`src/rtl/fb_scan_ctrl.sv`:
```
// Framebuffer scanout fetcher: prefetches display lines from word memory into a
// two-bank line buffer, driven by blanking edges from the sync generator.
module fb_scan_ctrl #(
  parameter int H_ACT   = 640,
  parameter int V_ACT   = 480,
  parameter int FB_BASE = 0,
  parameter int ADDR_W  = 20,
  parameter int MAX_OUT = 4
) (
  input  logic              i_clk,
  input  logic              i_rst_n,
  input  logic              i_hblank,
  input  logic              i_vblank,
  output logic              o_rd_req,
  output logic [ADDR_W-1:0] o_rd_addr,
  input  logic              i_rd_gnt,
  input  logic              i_rd_valid,
  input  logic [31:0]       i_rd_data,
  output logic              o_lb_we,
  output logic [9:0]        o_lb_waddr,
  output logic [31:0]       o_lb_wdata,
  output logic              o_lb_rsel,
  output logic              o_busy,
  output logic              o_underrun,
  input  logic              i_underrun_clr
);
  localparam int WPL = H_ACT / 2;
  localparam int CW  = $clog2(WPL + 1);
  localparam int LW  = (V_ACT > 1) ? $clog2(V_ACT) : 1;

  localparam logic [CW-1:0]     WPL_C     = CW'(WPL);
  localparam logic [LW-1:0]     LAST_LINE = LW'(V_ACT - 1);
  localparam logic [ADDR_W-1:0] BASE_A    = ADDR_W'(FB_BASE);
  localparam logic [ADDR_W-1:0] WPL_A     = ADDR_W'(WPL);

  localparam logic [1:0] S_IDLE  = 2'd0;
  localparam logic [1:0] S_FETCH = 2'd1;
  localparam logic [1:0] S_DRAIN = 2'd2;
  localparam logic [1:0] S_ABORT = 2'd3;

  logic [1:0]        state_q, state_d;
  logic              hblank_q, hblank_d, vblank_q, vblank_d;
  logic              frame_seen_q, frame_seen_d;
  logic [LW-1:0]     disp_line_q, disp_line_d;
  logic [LW-1:0]     fetch_line_q, fetch_line_d;
  logic              pending_q, pending_d;
  logic [CW-1:0]     issued_q, issued_d, received_q, received_d;
  logic [ADDR_W-1:0] addr_q, addr_d;
  logic              lb_we_q, lb_we_d;
  logic [9:0]        lb_waddr_q, lb_waddr_d;
  logic [31:0]       lb_wdata_q, lb_wdata_d;
  logic              underrun_q, underrun_d;

  logic          hb_rise, vb_rise, rd_req, underrun_set, do_start;
  logic [LW-1:0] start_line;
  logic [CW-1:0] outstanding;

  always_comb begin
    state_d      = state_q;
    hblank_d     = i_hblank;
    vblank_d     = i_vblank;
    frame_seen_d = frame_seen_q;
    disp_line_d  = disp_line_q;
    fetch_line_d = fetch_line_q;
    pending_d    = pending_q;
    issued_d     = issued_q;
    received_d   = received_q;
    addr_d       = addr_q;
    lb_we_d      = 1'b0;
    lb_waddr_d   = lb_waddr_q;
    lb_wdata_d   = lb_wdata_q;
    underrun_set = 1'b0;
    do_start     = 1'b0;
    start_line   = '0;

    hb_rise     = i_hblank & ~hblank_q;
    vb_rise     = i_vblank & ~vblank_q;
    outstanding = issued_q - received_q;
    rd_req      = (state_q == S_FETCH) && (issued_q < WPL_C) &&
                  (32'(outstanding) < 32'(MAX_OUT));

    if (rd_req && i_rd_gnt) begin
      issued_d = issued_q + CW'(1);
      addr_d   = addr_q + ADDR_W'(1);
    end

    // Returns are always counted so ABORT can tell when memory has gone quiet.
    if (i_rd_valid && (outstanding != '0) && (state_q != S_IDLE)) begin
      received_d = received_q + CW'(1);
      if (state_q != S_ABORT) begin
        lb_we_d    = 1'b1;
        lb_waddr_d = {fetch_line_q[0], 9'(received_q)};
        lb_wdata_d = i_rd_data;
      end
    end

    case (state_q)
      S_FETCH: if (issued_q == WPL_C) state_d = S_DRAIN;
      S_DRAIN: begin
        if (received_q == WPL_C) begin
          if (pending_q) begin
            do_start   = 1'b1;
            start_line = LW'(1);
            pending_d  = 1'b0;
          end else begin
            state_d = S_IDLE;
          end
        end
      end
      S_ABORT: begin
        if (outstanding == '0) begin
          do_start   = 1'b1;
          start_line = '0;
          pending_d  = 1'b1;
        end
      end
      default: begin
        if (pending_q) begin
          do_start   = 1'b1;
          start_line = LW'(1);
          pending_d  = 1'b0;
        end
      end
    endcase

    if (vb_rise) begin
      disp_line_d  = '0;
      frame_seen_d = 1'b1;
      if (state_q == S_IDLE) begin
        do_start   = 1'b1;
        start_line = '0;
        pending_d  = 1'b1;
      end else begin
        underrun_set = 1'b1;
        do_start     = 1'b0;
        pending_d    = 1'b0;
        state_d      = S_ABORT;
      end
    end else if (hb_rise && !i_vblank) begin
      if (disp_line_q != LAST_LINE) disp_line_d = disp_line_q + LW'(1);
      // Line n just finished, so its bank is free for line n+2.
      if (frame_seen_q && (32'(disp_line_q) + 32'd2 < 32'(V_ACT))) begin
        if (state_q == S_IDLE) begin
          do_start   = 1'b1;
          start_line = disp_line_q + LW'(2);
        end else begin
          underrun_set = 1'b1;
        end
      end
    end

    if (do_start) begin
      state_d      = S_FETCH;
      fetch_line_d = start_line;
      issued_d     = '0;
      received_d   = '0;
      addr_d       = BASE_A + ADDR_W'(start_line) * WPL_A;
    end

    underrun_d = underrun_set | (underrun_q & ~i_underrun_clr);
  end

  always_ff @(posedge i_clk) begin
    if (!i_rst_n) begin
      state_q      <= S_IDLE;
      hblank_q     <= 1'b0;
      vblank_q     <= 1'b0;
      frame_seen_q <= 1'b0;
      disp_line_q  <= '0;
      fetch_line_q <= '0;
      pending_q    <= 1'b0;
      issued_q     <= '0;
      received_q   <= '0;
      addr_q       <= '0;
      lb_we_q      <= 1'b0;
      lb_waddr_q   <= '0;
      lb_wdata_q   <= '0;
      underrun_q   <= 1'b0;
    end else begin
      state_q      <= state_d;
      hblank_q     <= hblank_d;
      vblank_q     <= vblank_d;
      frame_seen_q <= frame_seen_d;
      disp_line_q  <= disp_line_d;
      fetch_line_q <= fetch_line_d;
      pending_q    <= pending_d;
      issued_q     <= issued_d;
      received_q   <= received_d;
      addr_q       <= addr_d;
      lb_we_q      <= lb_we_d;
      lb_waddr_q   <= lb_waddr_d;
      lb_wdata_q   <= lb_wdata_d;
      underrun_q   <= underrun_d;
    end
  end

  assign o_rd_req   = rd_req;
  assign o_rd_addr  = addr_q;
  assign o_lb_we    = lb_we_q;
  assign o_lb_waddr = lb_waddr_q;
  assign o_lb_wdata = lb_wdata_q;
  assign o_lb_rsel  = disp_line_q[0];
  assign o_busy     = (state_q != S_IDLE);
  assign o_underrun = underrun_q;

endmodule

```
`config.mk`:
```
export PLATFORM = sky130hd
export DESIGN_NAME = fb_scan_ctrl
export DESIGN_NICKNAME = d
export VERILOG_FILES = /design/src/rtl/fb_scan_ctrl.sv
export SDC_FILE = /design/constraint.sdc
export NUM_CORES = 1
export LEC_CHECK = 0
export BUFFER_PORTS_ARGS = -buffer_cell sky130_fd_sc_hd__buf_2
export CAP_MARGIN = 40
export CORE_MARGIN = 2
export CORE_UTILIZATION = 25
export DETAILED_ROUTE_END_ITERATION = 8
export PLACE_DENSITY = 0.41
export SYNTH_ARGS = -nofsm -noshare
export SYNTH_HDL_FRONTEND = slang
export SYNTH_SLANG_ARGS = --single-unit
export TNS_END_PERCENT = 50
```
`constraint.sdc`:
```
create_clock -name i_clk -period 5.1 [get_ports i_clk]
set_input_delay 0.255 -clock i_clk [delete_from_list [all_inputs] [get_ports i_clk]]
set_output_delay 0.255 -clock i_clk [all_outputs]
set_load 0.05 [all_outputs]
```
==> out/summary.json <==
{
  "finish.net_count": 789,
  "clock.fmax_mhz": 251,
  "final_critical_path_share_of_the_clock_period_pct": 78.1,
  "grt_setup_unrepaired": "false",
  "layout.area.seq_sq_um": 1960,
  "synth_area_sq_um": 5460,
  "globalRouteMet2Util_pct": 20.2,
  "synth-warning-count": 0,
  "reg2reg_depth": 14,
  "clk_pin_slew_ns": 0.07,
  "clock_sinks": 98,
  "placedCellCount": 987,
  "drcViolationCount": 0,
  "cp.required_ns": 5.34,
  "area_of_the_multi_input_gates_sq_um": 3230,
  "critPathKind": "reg -> reg",
  "timing.hold.worst.start": "i_hblank",
  "status": "complete, no violations",
  "timing.critical_path.slowest_cell_delay_ns": 0.41,
  "io_buffer_count": 105,
  "drt_pass1_iterations": 6,
  "synth_top_family_by_area": "simple AND/OR/NAND/NOR gates",
  "critical-path-top-delay-family": "compound AO/OA/AOI/OAI gates",
  "yosysMostFrequentCell": "sky130_fd_sc_hd__nor2_1",
  "timing.rr.end": "received_q[6]$_SDFFE_PP0P_",
  "power_report.internal_total_w": 0.00140,
  "die_w_microns": 152,
  "finalClockSkew_ns": 0.00974,
  "cts_buffers": 9,
  "synth_largest_type_area_fraction_pct": 35.9,
  "drt_wl_total_microns": 14100,
  "synthDistinctLibCells": 58,
  "pin_count_of_the_biggest_net_entering_global_routing": 55,
  "synth_adder_area_share_pct": 7.61,
  "timing.critical_path.from": "issued_q[0]$_SDFFE_PP0P_",
  "post_route_cells_drive_above_1_share_pct": 19.8,
  "synth_xor_xnor_area_share_pct": 9.12,
  "postCtsResizedCells": 0,
  "initial_core_util_pct": 25.3,
  "area_growth_pct": 19.3,
  "grt_use_met1_pct": 15.7,
  "grt_first_pass_wirelength_microns": 23300,
  "die_height_microns": 152,
  "synth_area_leader_cell": "sky130_fd_sc_hd__dfxtp_1",
  "clock_tree.buffer_depth": 2,
  "tightestPinTransition_ns": 0.851,
  "n_fill_cell": 2320,
  "yosys_most_used_dff": "sky130_fd_sc_hd__dfxtp_1",
  "grt_pass1_vias": 4561,
  "detailed_place.area_sq_um": 6210,
  "final_design_area_no_fill_sq_um": 6520,
  "crit_buf_inv": 4,
  "synth_cells": 620,
  "min-delay-path-class": "in -> reg",
  "power_frac_comb_pct": 28.4,
  "route.vias.total": 4617,
  "cts_root_cell": "sky130_fd_sc_hd__clkbuf_16",
  "cp_cell_sequence": "inv_1, ha_1, inv_1, fa_1, a211oi_1, o21ai_1, xnor2_1, o2111ai_2, or2_1, o41ai_4, buf_4, a21o_1, buf_4, nor2_1",
  "worst_setup_path_start_kind": "flip-flop",
  "cts-htree-levels": 3,
  "finalPower_w": 0.00220,
  "synth_area_leaders": "sky130_fd_sc_hd__dfxtp_1, sky130_fd_sc_hd__mux2i_1, sky130_fd_sc_hd__nor2_1, sky130_fd_sc_hd__ha_1, sky130_fd_sc_hd__xor2_1",
  "synthesis.nets": 691,
  "grt_busiest_layer": "met2",
  "number_of_antenna_violations_at_the_first_check_in_global_routing": 0,
  "synth_enable_flop_cells": 0,
  "globalRoute.totalOverflow": 0,
  "num_antenna_cells": 0,
  "dieArea_sq_um": 23000,
  "synth.top_cells.by_count": "sky130_fd_sc_hd__nor2_1, sky130_fd_sc_hd__dfxtp_1, sky130_fd_sc_hd__mux2i_1",
  "worst_hold_path.num_cells": 2,
  "postCtsSetupRepairBufs": 0,
  "seq_power_share_pct": 39.4,
  "fin_cells": 1003,
  "report.final.hold_viol_count": 0,
  "io_pins": 106,
  "cap_viol_max_count": 0,
  "hold-path-endpoint": "hblank_q$_SDFF_PN0_",
  "max_transition_margin_pct": 43.2,
  "routed_wire_length_per_instance_microns": 14.0,
  "crit_path_end_kind": "flip-flop",
  "cellLeakagePower_nw": 3.03,
  "cts_tree": "built",
  "vdd_drop_max_mv": 0.156,
  "hpwl_microns": 10400,
  "net-switching-power_w": 0.000806,
  "timing.final.crit_period_ns": 3.98,
  "synthMuxAreaShare_pct": 8.43,
  "clkPwrFrac_pct": 32.3,
  "num_rows": 54,
  "detail-route-antenna-nets": 0,
  "first_iter_violations": 203,
  "flop2flop_setup_slack_ns": 1.12,
  "totalNegativeSetupSlack_ns": 0,
  "floorplan.core_area_sq_um": 21600,
  "syn-mean-instance-area_sq_um": 8.81,
  "reg_to_reg_critical_path_startpoint": "issued_q[0]$_SDFFE_PP0P_",
  "crit_slowest_cell": "sky130_fd_sc_hd__fa_1",
  "synth_simple_gate_area_share_pct": 22.7,
  "synth-compound-area-share_pct": 11.1,
  "globalRouteTotalUtil_pct": 12.3,
  "report.final.slew_viol_count": 0,
  "global_route.usage.met3_pct": 2.25,
  "avgViaCountPerCell": 4.60,
  "switching_share_pct": 36.6,
  "cts_hold_buf": 0,
  "async_flop_share_pct": 0,
  "ys_ff_latch": 98,
  "source_to_sink_clock_delay_at_the_later_pin_of_the_worst_skew_pair_ns": 0.36,
  "setup_violations": 0,
  "pwr_per_cell_area_nw_per_um2": 338,
  "synth-seq-area-share_pct": 35.9,
  "cp.arrival_ns": 4.22,
  "gpl.final_weighted_congestion": 0.788,
  "critical_path_peak_fanout": 19
}
## cell type report
| cell class | instances | area share [%] |
|---|---|---|
| Multi-Input combinational cell | 471 | 49.5 |
| Clock inverter | 7 | 1.15 |
| Sequential cell | 98 | 30.1 |
| Timing Repair Buffer | 112 | 8.87 |
| Tap cell | 280 | 5.38 |
| Inverter | 26 | 1.50 |
| Clock buffer | 9 | 3.46 |
## power groups by stage
stage / sequential [W] / combinational [W] / clock (W)
2_1_floorplan: 0.00101 / 0.000338 / 0
3_5_place_dp: 0.000885 / 0.000634 / 0
5_1_grt: 0.000875 / 0.000679 / 0.000769
3_3_place_gp: 0.000886 / 0.000630 / 0
4_1_cts: 0.000868 / 0.000635 / 0.000741
6_report: 0.000867 / 0.000626 / 0.000711
## layout by cell type (no fill, tap or decap), types with 3 or more instances in the layout
cell	n
sky130_fd_sc_hd__buf_2	105
sky130_fd_sc_hd__nand2_1	32
sky130_fd_sc_hd__nor3_1	10
sky130_fd_sc_hd__o21ai_0	13
sky130_fd_sc_hd__a21boi_0	3
sky130_fd_sc_hd__nor3b_1	4
sky130_fd_sc_hd__a211oi_1	7
sky130_fd_sc_hd__nand4_1	16
sky130_fd_sc_hd__o21a_1	7
sky130_fd_sc_hd__nor4_1	7
sky130_fd_sc_hd__and3_1	15
sky130_fd_sc_hd__nor2b_1	6
sky130_fd_sc_hd__or4_1	3
sky130_fd_sc_hd__mux2i_1	46
sky130_fd_sc_hd__a31oi_1	4
sky130_fd_sc_hd__inv_1	24
sky130_fd_sc_hd__nor2_1	107
sky130_fd_sc_hd__nand3_1	18
sky130_fd_sc_hd__xor2_1	29
sky130_fd_sc_hd__clkbuf_16	9
sky130_fd_sc_hd__ha_1	30
sky130_fd_sc_hd__buf_4	7
sky130_fd_sc_hd__nand2b_1	7
sky130_fd_sc_hd__or3_1	5
sky130_fd_sc_hd__xnor2_1	26
sky130_fd_sc_hd__inv_6	3
sky130_fd_sc_hd__a21oi_1	29
sky130_fd_sc_hd__dfxtp_1	98
sky130_fd_sc_hd__and2_1	7
sky130_fd_sc_hd__a21o_1	7
## routing by layer
metal	routed length, microns	vias to the layer above
met4	285	0
met3	523	16
li1	-	2338
met1	6530	2176
met2	6720	87
met5	0	-
## worst max path at each step
stage / endpoint / slack, ns / depth (start not counted)
CTS: received_q[6]$_SDFFE_PP0P_ / 1.02 / 14
global route: received_q[7]$_SDFFE_PP0P_ / 0.73 / 14
detailed placement: received_q[6]$_SDFFE_PP0P_ / 1.03 / 14
finish: received_q[6]$_SDFFE_PP0P_ / 1.12 / 14
global placement: flip-flop / 1.05 / 14
floorplan: o_rd_addr[16]$_SDFFE_PN0P_ / 1.35 / 18
## sequential cells by signal, summed over array words and instances (netlist names), named ones only
name	count
frame_seen_q	1
o_rd_addr	20
disp_line_q	9
o_lb_waddr	10
o_lb_we	1
received_q	9
o_lb_wdata	32
pending_q	1
fetch_line_q	1
vblank_q	1
issued_q	9
o_underrun	1
state_q	1
hblank_q	1
## logic make-up after synthesis
logic type | count (synthesis)
fa+ha+maj | 32
compound gates | 87
simple gates | 250
buf+inv | 51
flops | 98
mux | 46
xor+xnor | 56
## per-stage QoR
step | hold WS (ns) | worst slack, ns | utilization, %
3_3_place_gp | 0.461 | 1.05 | 28.7
3_5_place_dp | 0.463 | 1.03 | 28.7
5_1_grt | 0.120 | 0.727 | 30.1
6_report | 0.120 | 1.12 | 30.1
4_1_cts | 0.109 | 1.02 | 30.1
2_1_floorplan | 0.377 | 1.35 | -
## worst register-to-register path, stage by stage, from the launching register on
cell and delay (ns):
sky130_fd_sc_hd__dfxtp_1 0.36, sky130_fd_sc_hd__inv_1 0.13, sky130_fd_sc_hd__ha_1 0.17, sky130_fd_sc_hd__inv_1 0.05, sky130_fd_sc_hd__fa_1 0.41, sky130_fd_sc_hd__a211oi_1 0.33, sky130_fd_sc_hd__o21ai_1 0.15, sky130_fd_sc_hd__xnor2_1 0.24
sky130_fd_sc_hd__o2111ai_2 0.32, sky130_fd_sc_hd__or2_1 0.36, sky130_fd_sc_hd__o41ai_4 0.28, sky130_fd_sc_hd__buf_4 0.25, sky130_fd_sc_hd__a21o_1 0.39, sky130_fd_sc_hd__buf_4 0.35, sky130_fd_sc_hd__nor2_1 0.09
Power figures use the tool's default switching activity.
